**src/rtl/int_ctrl_if.sv**
```systemverilog
// Interrupt controller bus: config port, timer done/ack pairs,
// external line and the CPU request/ack/return handshake.
interface int_ctrl_if;
    logic        cfg_we;
    logic [7:0]  cfg_wdata;
    logic [7:0]  cfg_rdata;
    logic        t0_done;
    logic        t1_done;
    logic        t0_ack;
    logic        t1_ack;
    logic        ext_int;
    logic        irq;
    logic [11:0] vector;
    logic        irq_ack;
    logic        reti;
    logic        in_service;

    modport slave (
        input  cfg_we, cfg_wdata, t0_done, t1_done,
        input  ext_int, irq_ack, reti,
        output cfg_rdata, t0_ack, t1_ack, irq, vector, in_service
    );

    modport master (
        output cfg_we, cfg_wdata, t0_done, t1_done,
        output ext_int, irq_ack, reti,
        input  cfg_rdata, t0_ack, t1_ack, irq, vector, in_service
    );
endinterface

```
**src/rtl/int_ctrl.sv**
```systemverilog
// Three-source fixed-priority interrupt controller (T0 > T1 > Ext)
// with a non-nesting IDLE/REQUEST/SERVICE handshake to the CPU.
module int_ctrl (
    input  logic       clk,
    input  logic       rst,
    int_ctrl_if.slave  bus
);

    typedef enum logic [1:0] {
        S_IDLE,
        S_REQUEST,
        S_SERVICE
    } state_e;

    state_e      state_q, state_d;
    logic        ext_s1_q, ext_s1_d;
    logic        ext_s2_q, ext_s2_d;
    logic        ext_s3_q, ext_s3_d;
    logic        t0_prev_q, t0_prev_d;
    logic        t1_prev_q, t1_prev_d;
    logic        gie_q, gie_d;
    logic [2:0]  ie_q, ie_d;
    logic [2:0]  if_q, if_d;
    logic [2:0]  src_q, src_d;
    logic [11:0] vector_q, vector_d;
    logic        irq_q, irq_d;
    logic        in_service_q, in_service_d;
    logic        t0_ack_q, t0_ack_d;
    logic        t1_ack_q, t1_ack_d;

    logic [2:0]  hw_set;
    logic        gie_w;
    logic [2:0]  ie_w;
    logic [2:0]  if_base;
    logic [2:0]  if_w;
    logic [2:0]  qual_q;
    logic [2:0]  qual_w;
    logic [2:0]  win;
    logic [11:0] win_vec;
    logic        unused_wdata3;

    assign unused_wdata3 = bus.cfg_wdata[3];

    // Bit order everywhere: [2] Ext, [1] T1, [0] T0
    always_comb begin
        ext_s1_d  = bus.ext_int;
        ext_s2_d  = ext_s1_q;
        ext_s3_d  = ext_s2_q;
        t0_prev_d = bus.t0_done;
        t1_prev_d = bus.t1_done;

        hw_set = {ext_s2_q & ~ext_s3_q,
                  bus.t1_done & ~t1_prev_q,
                  bus.t0_done & ~t0_prev_q};

        gie_w   = bus.cfg_we ? bus.cfg_wdata[7]   : gie_q;
        ie_w    = bus.cfg_we ? bus.cfg_wdata[6:4] : ie_q;
        if_base = bus.cfg_we ? bus.cfg_wdata[2:0] : if_q;
        if_w    = if_base | hw_set;

        qual_q = if_q & ie_q;
        qual_w = if_w & ie_w;
    end

    always_comb begin
        win = 3'b000;
        if (qual_q[0]) begin
            win = 3'b001;
        end else if (qual_q[1]) begin
            win = 3'b010;
        end else if (qual_q[2]) begin
            win = 3'b100;
        end

        win_vec = 12'h000;
        unique case (1'b1)
            win[0]:  win_vec = 12'h010;
            win[1]:  win_vec = 12'h020;
            win[2]:  win_vec = 12'h030;
            default: win_vec = 12'h000;
        endcase
    end

    always_comb begin
        state_d      = state_q;
        src_d        = src_q;
        vector_d     = vector_q;
        irq_d        = irq_q;
        in_service_d = in_service_q;
        t0_ack_d     = 1'b0;
        t1_ack_d     = 1'b0;
        gie_d        = gie_w;
        ie_d         = ie_w;
        if_d         = if_w;

        unique case (state_q)
            S_IDLE: begin
                if (gie_q && (|qual_q)) begin
                    state_d  = S_REQUEST;
                    src_d    = win;
                    vector_d = win_vec;
                    irq_d    = 1'b1;
                end
            end
            S_REQUEST: begin
                if (bus.irq_ack) begin
                    state_d      = S_SERVICE;
                    irq_d        = 1'b0;
                    in_service_d = 1'b1;
                    gie_d        = 1'b0;
                    // A fresh hardware event still wins over the ack clear
                    if_d         = (if_base & ~src_q) | hw_set;
                    t0_ack_d     = src_q[0];
                    t1_ack_d     = src_q[1];
                end else if (!(gie_w && (|(qual_w & src_q)))) begin
                    state_d = S_IDLE;
                    irq_d   = 1'b0;
                end
            end
            S_SERVICE: begin
                if (bus.reti) begin
                    state_d      = S_IDLE;
                    in_service_d = 1'b0;
                    gie_d        = 1'b1;
                end
            end
            default: begin
                state_d      = S_IDLE;
                irq_d        = 1'b0;
                in_service_d = 1'b0;
            end
        endcase
    end

    always_ff @(posedge clk) begin
        if (rst) begin
            state_q      <= S_IDLE;
            ext_s1_q     <= 1'b0;
            ext_s2_q     <= 1'b0;
            ext_s3_q     <= 1'b0;
            t0_prev_q    <= 1'b0;
            t1_prev_q    <= 1'b0;
            gie_q        <= 1'b0;
            ie_q         <= 3'b000;
            if_q         <= 3'b000;
            src_q        <= 3'b000;
            vector_q     <= 12'h000;
            irq_q        <= 1'b0;
            in_service_q <= 1'b0;
            t0_ack_q     <= 1'b0;
            t1_ack_q     <= 1'b0;
        end else begin
            state_q      <= state_d;
            ext_s1_q     <= ext_s1_d;
            ext_s2_q     <= ext_s2_d;
            ext_s3_q     <= ext_s3_d;
            t0_prev_q    <= t0_prev_d;
            t1_prev_q    <= t1_prev_d;
            gie_q        <= gie_d;
            ie_q         <= ie_d;
            if_q         <= if_d;
            src_q        <= src_d;
            vector_q     <= vector_d;
            irq_q        <= irq_d;
            in_service_q <= in_service_d;
            t0_ack_q     <= t0_ack_d;
            t1_ack_q     <= t1_ack_d;
        end
    end

    assign bus.cfg_rdata  = {gie_q, ie_q, 1'b0, if_q};
    assign bus.irq        = irq_q;
    assign bus.vector     = vector_q;
    assign bus.in_service = in_service_q;
    assign bus.t0_ack     = t0_ack_q;
    assign bus.t1_ack     = t1_ack_q;

endmodule

```
**src/flat_wrapper.sv**
```systemverilog
// flat-port wrapper written by rule: the top's interface ports become plain ports
module int_ctrl_flat 
  (clk, rst, bus_cfg_we, bus_cfg_wdata, bus_t0_done, bus_t1_done, bus_ext_int, bus_irq_ack, bus_reti, bus_cfg_rdata, bus_t0_ack, bus_t1_ack, bus_irq, bus_vector, bus_in_service);
  int_ctrl_if bus_i ();
  input  logic clk;
  input  logic rst;
  input wire logic [$bits(bus_i.cfg_we)-1:0] bus_cfg_we;
  input wire logic [$bits(bus_i.cfg_wdata)-1:0] bus_cfg_wdata;
  input wire logic [$bits(bus_i.t0_done)-1:0] bus_t0_done;
  input wire logic [$bits(bus_i.t1_done)-1:0] bus_t1_done;
  input wire logic [$bits(bus_i.ext_int)-1:0] bus_ext_int;
  input wire logic [$bits(bus_i.irq_ack)-1:0] bus_irq_ack;
  input wire logic [$bits(bus_i.reti)-1:0] bus_reti;
  output wire logic [$bits(bus_i.cfg_rdata)-1:0] bus_cfg_rdata;
  output wire logic [$bits(bus_i.t0_ack)-1:0] bus_t0_ack;
  output wire logic [$bits(bus_i.t1_ack)-1:0] bus_t1_ack;
  output wire logic [$bits(bus_i.irq)-1:0] bus_irq;
  output wire logic [$bits(bus_i.vector)-1:0] bus_vector;
  output wire logic [$bits(bus_i.in_service)-1:0] bus_in_service;
  assign bus_i.cfg_we = bus_cfg_we;
  assign bus_i.cfg_wdata = bus_cfg_wdata;
  assign bus_i.t0_done = bus_t0_done;
  assign bus_i.t1_done = bus_t1_done;
  assign bus_i.ext_int = bus_ext_int;
  assign bus_i.irq_ack = bus_irq_ack;
  assign bus_i.reti = bus_reti;
  assign bus_cfg_rdata = bus_i.cfg_rdata;
  assign bus_t0_ack = bus_i.t0_ack;
  assign bus_t1_ack = bus_i.t1_ack;
  assign bus_irq = bus_i.irq;
  assign bus_vector = bus_i.vector;
  assign bus_in_service = bus_i.in_service;
  int_ctrl u_core (.clk(clk), .rst(rst), .bus(bus_i));
endmodule
```
**config.mk**
```make
export PLATFORM = sky130hd
export DESIGN_NAME = int_ctrl_flat
export DESIGN_NICKNAME = d
export VERILOG_FILES = /design/src/rtl/int_ctrl_if.sv /design/src/rtl/int_ctrl.sv /design/src/flat_wrapper.sv
export SDC_FILE = /design/constraint.sdc
export NUM_CORES = 1
export LEC_CHECK = 0
export BUFFER_PORTS_ARGS = -buffer_cell sky130_fd_sc_hd__buf_2
export CAP_MARGIN = 15
export CORE_MARGIN = 2
export CORE_UTILIZATION = 52
export DETAILED_ROUTE_END_ITERATION = 10
export PLACE_DENSITY = 0.83
export SYNTH_ARGS = -nofsm -noshare
export SYNTH_HDL_FRONTEND = slang
export SYNTH_SLANG_ARGS = --single-unit
```
**constraint.sdc**
```tcl
create_clock -name clk -period 3.15 [get_ports clk]
set_input_delay 0.1575 -clock clk [delete_from_list [all_inputs] [get_ports clk]]
set_output_delay 0.1575 -clock clk [all_outputs]
set_load 0.1 [all_outputs]
```
* Word-level counts from Yosys, hierarchy flattened
Cells that the tools add are included.
** Storage, ports and cells
- Input port bits :: 16
- Bits in registers :: 33
- Output and inout port bits :: 24
** Cells by class
- Equal/unequal tests :: 6
- Bitwise logic cells :: 17
- Reductions and logical operators :: 10
- Muxes and demuxes :: 24
** Operators by type and width (number)
- $mux 3 :: 7
- $pmux 6 s3 :: 1
- $and 3x3->3 :: 4
- $reduce_and 3->1 :: 3
- $reduce_or 3->1 :: 3
- $mux 1 :: 8
- $mux 2 :: 4
- $not 1->1 :: 7
- $or 3x3->3 :: 2
- $pmux 1 s3 :: 2
- $pmux 2 s3 :: 1
- $ne 2x2->1 const B :: 2
- $and 1x1->1 :: 3
- $ne 3x3->1 const B :: 1
- $not 3->3 :: 1
- $eq 2x1->1 const B :: 1
- $eq 2x2->1 const B :: 1
- $logic_and 1x1->1 :: 2
- $logic_not 2->1 :: 1
- $ne 2x1->1 const B :: 1
- $pmux 1 s2 :: 1
- $reduce_and 2->1 :: 1

* Logic depth before layout (Yosys ltp)
Gate-level depths: netlist (run 1).
- Depth after elaboration :: 10
- Mapped depth :: 6

* Worst setup path after synthesis (run 1)
Ideal clock, no wire load.
- Path kind :: register to register
- Start point :: register u_core.if_q[1]
- End point :: register u_core.vector_q[4] (netlist: u_core.bus.vector[4])
- Setup slack :: 1.064 ns
- Clock period less this slack :: 2.086 ns
- Stages on the path, launching flop included :: 6
- Path buffers :: 0
- Arrival time :: 1.957 ns
- Required time :: 3.021 ns
- Cell sequence :: dfxtp_1 > a222oi_1 > nor3b_1 > nand3_1 > o21ai_0 > nor2_1
** On the way
- Word-level cells in the longest chain between the ends :: 4
- Elaborated cells on any way between the ends :: 7
- Classes of those cells :: 3 x mux; 1 x bitwise; 3 x reduce/logical
** Ends and longest elaborated chain
- from (decl) :: RTL line int_ctrl.sv:23 : logic [2:0] if_q, if_d;
- from (signal assigned) :: RTL line int_ctrl.sv:161 : if_q <= if_d;
- $and 3x3->3 * :: RTL line int_ctrl.sv:61 : qual_q = if_q & ie_q;
- $mux 3 or $reduce_or 3->1 (tied branches) :: RTL line int_ctrl.sv:69, int_ctrl.sv:98
- $mux 3 or $logic_and 1x1->1 (tied branches) :: RTL line int_ctrl.sv:67, int_ctrl.sv:98
- $pmux 6 s3 or $reduce_and 2->1 (tied branches)
- to (signal assigned) :: RTL line int_ctrl.sv:163 : vector_q <= vector_d;
- to (decl) :: RTL line int_ctrl.sv:25 : logic [11:0] vector_q, vector_d;
Every way passes the cells marked *; elsewhere a longest branch is shown, timed or not.
A chain may end at the register's enable or synchronous reset.

* Final worst setup path (run 1)
- Start point :: register u_core.state_q[1]
- End point :: register u_core.irq_q (netlist: u_core.bus.irq)
** On the way
- Word-level cells in the longest chain between the ends :: 3
- Elaborated cells on any way between the ends :: 8
- Classes of those cells :: 4 x eq/ne; 1 x mux; 1 x bitwise; 2 x reduce/logical
** Ends and longest elaborated chain
- from (decl) :: RTL line int_ctrl.sv:15 : state_e state_q, state_d;
- from (signal assigned) :: RTL line int_ctrl.sv:153 : state_q <= state_d;
- $eq 2x1->1, or another cell as far along :: RTL line int_ctrl.sv:96 : unique case (state_q)
- $ne 3x3->1 (no line), or another cell as far along
- $reduce_and 3->1 (no line)
- to (signal assigned) :: RTL line int_ctrl.sv:164 : irq_q <= irq_d;
- to (decl) :: RTL line int_ctrl.sv:26 : logic irq_q, irq_d;
Several ways; a longest one is shown, not always the timed one.

==> summary.md, run 1 <==
| Metric | Value |
|---|---|
| Fraction of layout cells with a size suffix above 1 | `about a quarter` |
| Final wirelength | `around 2100 µm` |
| Placement Setup Slack | `1430 ps` |
| Count leader, synth | `dfxtp_1` |
| Antenna cells | `0` |
| Crit Path Category | `register to register` |
| Fillers | `approximately 170` |
| Slew headroom | `between 60% and 70%` |
| Post-CTS Setup Bufs | `0` |
| Worst vdd ir | `0.413 mV` |
| TritonCTS Buffers | `3` |
| Hold Path Depth | `2` |
| Switch Pwr | `around 0.00039 W` |
| Inst Count DP | `168` |
| Data required, critical path | `about 3400 ps` |
| First-pass GRT wire length | `roughly 3400 µm` |
| Num ports | `40` |
| Hold-fix buffers, CTS | `0` |
| Clock Power Share | `between 10% and 20%` |
| Run status | `completed` |
| Worst Setup Start Kind | `register` |
| Top cells by count, synth | `dfxtp_1 (23), buf_4 (12), nor2_1 (9), nor2b_1 (9), a21oi_1 (8)` |
| Synth top area cells | `dfxtp_1 (41%), buf_4 (8.0%), mux2i_1 (6.2%)` |
| Critical Path AT | `1960 ps` |
| Hold Path Class | `primary input to register` |
| Hold_ws | `~57 ps` |
| Period minus WS final | `1730 ps` |
| P_int | `around 0.00046 W` |
| Gpl congestion | `approximately 0.81` |
| Yosys reg bits | `23` |
| Share of Yosys cell area claimed by the top area cell type | `around two fifths` |
| WP depth | `6` |
| Max_cap viols | `0` |
| H-tree depth | `1` |
| GRT Overall Usage | `17.9%` |
| CP endpoint kind | `register` |
| Syn_area_per_cell | `9.43 µm²` |
| Sink Count | `23` |
| Post-cts resize count | `0` |
| Final hold violations | `0` |
| Clk root buf | `clkbuf_4` |
| Top FF cell, synth | `dfxtp_1` |
| Sequential fraction of the synthesis area | `41.0%` |
| Final Max Slew Viols | `0` |
| Kind of cell adding the most delay to the critical path | `simple AND/OR/NAND/NOR gates` |
| Worst Tran Pin Value | `about 560 ps` |
| Drt drc | `0` |
| Fin util | `~62%` |
| Fmax | `around 0.58 GHz` |
| Initial core utilization | `56.1%` |
| Rows | `16` |
| Skew final | `3.16 ps` |
| Critical path's slowest cell | `nor3b_1` |
| Final setup fails | `0` |
| Sw frac | `46.4%` |
| P_leak | `approximately 0.56 nW` |
| Initial antenna violation count | `0` |
| Slowest stage delay, CP | `around 450 ps` |
| Remaining antenna violation count | `0` |
| Drt pass-1 iters | `4` |
| RSZ-0062 raised after global routing | `no` |
| FF-to-FF path depth | `6` |
| Initial drt markers | `24` |
| Vias per cell | `5.22` |
| Seq pwr share | `approximately two fifths` |
| Largest net degree at the start of global routing | `24` |
| Power share of the combinational group | `between 40 and 50%` |
| Die Area | `2550 µm²` |
| Syn Inst Count | `about 120` |
| Vias | `approximately 900` |
| Placeable Area | `2000 µm²` |
| Fin cells | `172` |
| Setup slack after layout | `1420 ps` |
| Avg WL per Cell | `roughly 12 µm` |
| Number of global-route vias before repair | `between 800 and 900` |
| Die width | `50.5 µm` |
| Crit path max fanout | `6` |
| Die height | `about 50 µm` |
| Yosys top cell by area | `dfxtp_1` |
| Async set-reset flop share out of synthesis | `0%` |
| TNS Setup | `0 ps` |
| Worst-path cell chain | `inv_1 > ha_1 > nor3b_1 > o31ai_4 > nand3b_1 > mux2i_1` |
| Mapped Area | `around 1100 µm²` |
| CTS tree | `built` |
| CTS clock-pin slew for the worst setup and hold paths | `roughly 120 ps` |
| Nets@finish | `~170` |
| Clk_lat worst skew | `about 300 ps` |
| Post-synth EDFFs | `0` |
| Port bufs | `27` |
| Post-synth cell types | `32` |
| CTS Buffer Depth | `2` |
| Period utilisation layout | `between 50% and 60%` |
| Area delta synth->final | `11.0%` |
| Pwr Density | `slightly below 700 nW/µm²` |
| Buf/Inv on CP | `1` |
| YS warnings | `0` |
| Total gr overflow | `0` |
==> registers in the layout, indices dropped and copies added, names as in the netlist <==
name                   flops
u_core.src_q               3
u_core.ext_s3_q            1
u_core.ext_s1_q            1
u_core.t1_prev_q           1
u_core.bus.irq             1
u_core.ext_s2_q            1
u_core.ie_q                3
u_core.if_q                3
u_core.t0_prev_q           1
u_core.bus.t1_ack          1
u_core.bus.vector          2
u_core.state_q             2
u_core.bus.in_service      1
u_core.bus.t0_ack          1
u_core.gie_q               1
==> layer usage <==
layer	GRT usage, %	vias up	part of all wire, %
met5	0	-	0
met1	21.2	427	43
met4	9.46	0	1.5
met3	3.57	4	5.8
met2	30.5	31	49
li1	-	436	-
==> placed cells by master (no fill, tap or decap) <==
cell type,n
mux2i_1,7
nand2_2,1
ha_1,3
nand3_1,3
nand2_1,6
o21ai_0,2
conb_1,11
clkbuf_4,3
a221oi_2,1
nor4b_1,1
a222oi_1,1
nor3_1,2
o211a_4,1
nor2_1,9
clkbuf_1,1
dfxtp_1,23
o31ai_4,1
mux2_2,1
a41o_1,2
nand3b_1,2
buf_2,27
and2_1,1
nand2b_1,5
a21oi_1,8
a311oi_1,1
nor3b_1,2
nor2b_1,9
or2_2,1
o31a_1,1
a211oi_1,2
inv_1,6
mux2_4,1
==> per-stage QoR <==
stage	total power [W]	instance area (µm²)
3_5_place_dp	0.000724	1220
4_1_cts	0.000856	1250
3_3_place_gp	0.000713	1220
5_1_grt	0.000894	1250
2_1_floorplan	0.000679	1160
6_report	0.000850	1250
==> worst paths after layout <==
kind | from | end | slack [ps]
hold reg to reg | u_core.ext_s1_q | u_core.ext_s2_q | 460
setup reg to reg | u_core.state_q[1] | u_core.bus.irq | 1420
hold / removal | bus_ext_int | u_core.ext_s1_q | 60
setup / recovery | u_core.state_q[1] | u_core.bus.irq | 1420
==> kinds of logic (layout without fill, tap and decap cells) <==
logic type / Yosys count / count (layout) / share of synthesized area [%]
fa+ha+maj: 3 / 3 / 3.34
flops: 23 / 23 / 41.0
mux: 9 / 9 / 8.58
compound gates: 20 / 20 / 14.8
simple gates: 42 / 42 / 20.2
buf+inv: 21 / 37 / 11.7
other cells: 1 / 11 / 0.334
==> layout make-up <==
class                   count  area [µm²]  area share (%)
multi-input cells          85         568            45.6
flip-flops and latches     23         460            36.9
repair buffers             27         135            10.8
well taps                  27        33.8            2.71
clock buffers               4        26.3            2.11
inverters                   6        22.5            1.81
==> power by group through the flow <==
stage	clock (W)	combinational (W)	sequential (W)
2_1_floorplan	0	0.000222	0.000457
3_3_place_gp	0	0.000370	0.000343
3_5_place_dp	0	0.000378	0.000345
4_1_cts	0.000138	0.000380	0.000339
5_1_grt	0.000151	0.000400	0.000343
6_report	0.000132	0.000380	0.000339
==> worst register-to-register path, cell delays in order, from the launching register on <==
cell      delay, ps
dfxtp_1         350
inv_1            80
ha_1            290
nor3b_1         450
o31ai_4         160
nand3b_1        130
mux2i_1         200
Note: power is estimated with default switching activity, not from simulation.
==> inputs of run 2 (changes only) <==
--- a/config.mk
+++ b/config.mk
@@ -5,12 +5,13 @@
 export SDC_FILE = /design/constraint.sdc
 export NUM_CORES = 1
 export LEC_CHECK = 0
+export ABC_AREA = 1
 export BUFFER_PORTS_ARGS = -buffer_cell sky130_fd_sc_hd__buf_2
 export CAP_MARGIN = 15
 export CORE_MARGIN = 2
-export CORE_UTILIZATION = 52
+export CORE_UTILIZATION = 44
 export DETAILED_ROUTE_END_ITERATION = 10
-export PLACE_DENSITY = 0.83
+export PLACE_DENSITY = 0.74
 export SYNTH_ARGS = -nofsm -noshare
 export SYNTH_HDL_FRONTEND = slang
 export SYNTH_SLANG_ARGS = --single-unit
==> constraint.sdc (replaced) <==
create_clock -name clk -period 1.5 [get_ports clk]
set_input_delay 0.075 -clock clk [delete_from_list [all_inputs] [get_ports clk]]
set_output_delay 0.075 -clock clk [all_outputs]
set_load 0.1 [all_outputs]
==> summary.md, run 2 <==
| Metric | Value |
|---|---|
| Worst Setup Start Kind | `register` |
| Clk root buf | `clkbuf_4` |
| Port bufs | `27 (unchanged)` |
| Syn Inst Count | `162 (+36%)` |
| Nets@finish | `211 (+28%)` |
| Vias per cell | `4.55 (-13%)` |
| Critical Path AT | `1570 ps (-390 ps)` |
| Post-synth cell types | `25 (-22%)` |
| Max_cap viols | `0 (unchanged)` |
| Num ports | `40 (unchanged)` |
| Hold_ws | `66.9 ps (+9.63 ps)` |
| Run status | `completed` |
| Hold Path Class | `primary input to register` |
| Drt drc | `0 (unchanged)` |
| Count leader, synth | `nand2_1` |
| Syn_area_per_cell | `7.12 µm² (-24%)` |
| RSZ-0062 raised after global routing | `no` |
| Drt pass-1 iters | `4 (unchanged)` |
| Final hold violations | `0 (unchanged)` |
| Sink Count | `23 (unchanged)` |
| Worst vdd ir | `0.797 mV (+93%)` |
| P_leak | `0.687 nW (+23%)` |
| Die height | `55.2 µm (+9.4%)` |
| Die Area | `3050 µm² (+20%)` |
| Finished Cell Area | `1330 µm² (+6.3%)` |
| Detailed Place HPWL | `around 1700 µm` |
| Remaining antenna violation count | `0 (unchanged)` |
| Die width | `55.2 µm (+9.4%)` |
| Top Registers | `u_core.ie_q (3), u_core.if_q (3), u_core.src_q (3)` |
| Share of Yosys cell area claimed by the top area cell type | `39.9% (-1.1 points)` |
| Most frequent cells in the layout | `nand2_1 (36), buf_2 (27), inv_1 (26)` |
| First-pass GRT wire length | `3680 µm (+7.2%)` |
| Fin util | `53.5% (-8.8 points)` |
| Antenna cells | `0 (unchanged)` |
| Async set-reset flop share out of synthesis | `0% (unchanged)` |
| Initial antenna violation count | `0 (unchanged)` |
| Avg WL per Cell | `9.99 µm (-19%)` |
| Fraction of layout cells with a size suffix above 1 | `25.7% (+0.14 points)` |
| Final Max Slew Viols | `0 (unchanged)` |
| Critical path's slowest cell | `dfxtp_1` |
| Sequential fraction of the synthesis area | `39.9% (-1.1 points)` |
| Crit path max fanout | `4 (-2)` |
| Kind of cell adding the most delay to the critical path | `flip-flops` |
| Fmax | `0.752 GHz (+30%)` |
| Buf/Inv on CP | `3 (+2)` |
| Top FF cell, synth | `dfxtp_1` |
| Post-CTS Setup Bufs | `0 (unchanged)` |
| Initial drt markers | `20 (-17%)` |
| Period minus WS final | `1330 ps (-398 ps)` |
| GRT Overall Usage | `14.7% (-3.2 points)` |
| Largest net degree at the start of global routing | `18 (-25%)` |
| Number of global-route vias before repair | `862 (+3.6%)` |
| Period utilisation layout | `88.6% (+34 points)` |
| Final setup fails | `0 (unchanged)` |
| Yosys top cell by area | `dfxtp_1` |
| Data required, critical path | `1740 ps (-1640 ps)` |
| Setup slack after layout | `170 ps (-1250 ps)` |
| Total gr overflow | `0 (unchanged)` |
| Area delta synth->final | `14.9%` |
| Clk_lat worst skew | `300 ps (about the same)` |
| TritonCTS Buffers | `3 (unchanged)` |
| Post-synth EDFFs | `0 (unchanged)` |
| Gpl congestion | `0.928 (+15%)` |
| Vias | `1005 (+12%)` |
| Fillers | `255 (+47%)` |
| Top cells by count, synth | `nand2_1 (36), inv_1 (26), dfxtp_1 (23)` |
| Mapped Area | `1150 µm² (+2.8%)` |
| CTS tree | `built` |
| CP dominant cell by count | `inv_1` |
| H-tree depth | `1 (unchanged)` |
| Slowest stage delay, CP | `340 ps (-110 ps)` |
| Placeable Area | `2480 µm² (+24%)` |
| Overall Power | `0.00185 W (+120%)` |
| Yosys reg bits | `23 (unchanged)` |
| Worst-path cell chain | `inv_1 > ha_2 > inv_1 > nor2_1 > nand2_1 > inv_2 > nand4_1 > a21oi_1` |
| Placement Setup Slack | `196 ps (-1240 ps)` |
| YS warnings | `0 (unchanged)` |
| CTS Buffer Depth | `2 (unchanged)` |
| Most common cell after layout, fill and taps aside | `nand2_1` |
| CTS clock-pin slew for the worst setup and hold paths | `130 ps (about the same)` |
| Crit Path Category | `register to register` |
| Synth top area cells | `dfxtp_1 (40%), nand2_1 (12%), inv_1 (8.5%)` |
| Placed instance area | `1260 µm² (+3.5%)` |
| Skew final | `5.21 ps (+2.04 ps)` |
| CP endpoint kind | `register` |
| Pwr Density | `1400 nW/µm² (+100%)` |
| Initial core utilization | `46.6% (-9.5 points)` |
| Final wirelength | `2210 µm (+4.0%)` |
| Rows | `18 (+2)` |
[run 2: cell count changes after synthesis, sizes merged, moves of 4 or more]
cell / previous run / this run
nor2: 9 / 18
nand2b: 5 / 0
a21oi: 8 / 12
nor2b: 9 / 0
nand2: 7 / 41
inv: 6 / 29
nand3: 3 / 9
mux2i: 7 / 0
[run 2: area by class of cell]
type                            instances  area, µm²  area share (%)
Timing Repair Buffer                   30        165            12.5
Clock buffer                            4       26.3            1.98
Tap cell                               30       37.5            2.83
Sequential cell                        23        468            35.3
Multi-Input combinational cell        105        514            38.8
Inverter                               29        114            8.59
[run 2: where the power goes]
group | switching (W) | internal [W] | total (W)
Clock | 0.000183 | 0.000104 | 0.000287
Sequential | 0.0000396 | 0.000680 | 0.000720
Combinational | 0.000673 | 0.000172 | 0.000845
Total | 0.000896 | 0.000956 | 0.00185
[run 2: worst register-to-register path, stage by stage, from the launching register on]
cell	delay (ps)
dfxtp_1	340
inv_1	100
ha_2	220
inv_1	70
nor2_1	160
nand2_1	100
inv_2	90
nand4_1	70
a21oi_1	130
[run 2: repair_timing]
item	CTS	global route
hold endpoints to repair	3	0
gates resized for setup	0	2
hold buffers	3	0
endpoints found under the setup margin	0	1
[run 2: stage by stage]
step / std cells / setup TNS (ps)
6_report: 221 / 0
2_1_floorplan: 172 / -45.0
3_3_place_gp: 214 / 0
4_1_cts: 221 / 0
3_5_place_dp: 214 / 0
5_1_grt: 221 / 0
[run 2: final timing paths]
check                          from               endpoint  cells after the start  slack, ps
setup / recovery  u_core.state_q[0]        u_core.src_q[2]                      8        170
hold / removal          bus_irq_ack  u_core.bus.in_service                      3         70
setup reg to reg  u_core.state_q[0]        u_core.src_q[2]                      8        170
hold reg to reg     u_core.ext_s1_q        u_core.ext_s2_q                      2        420
[run 2: cells by family (layout without fill, tap and decap cells)]
kind of cell,Yosys count,after routing,share of synthesized area (%)
and+or+nand+nor,74,74,29.0
AOI/OAI and AO/OA,17,17,8.24
DFF,23,23,39.9
buffers and inverters,44,63,19.3
other,1,11,0.325
adders and majority gates,3,3,3.25
[run 2: routing by layer]
layer	vias up	GRT usage (%)	routed length, µm
met4	0	4.53	15
met3	2	2.58	130
met2	32	23.3	1020
li1	532	-	-
met1	439	20.4	1040
met5	-	0	0
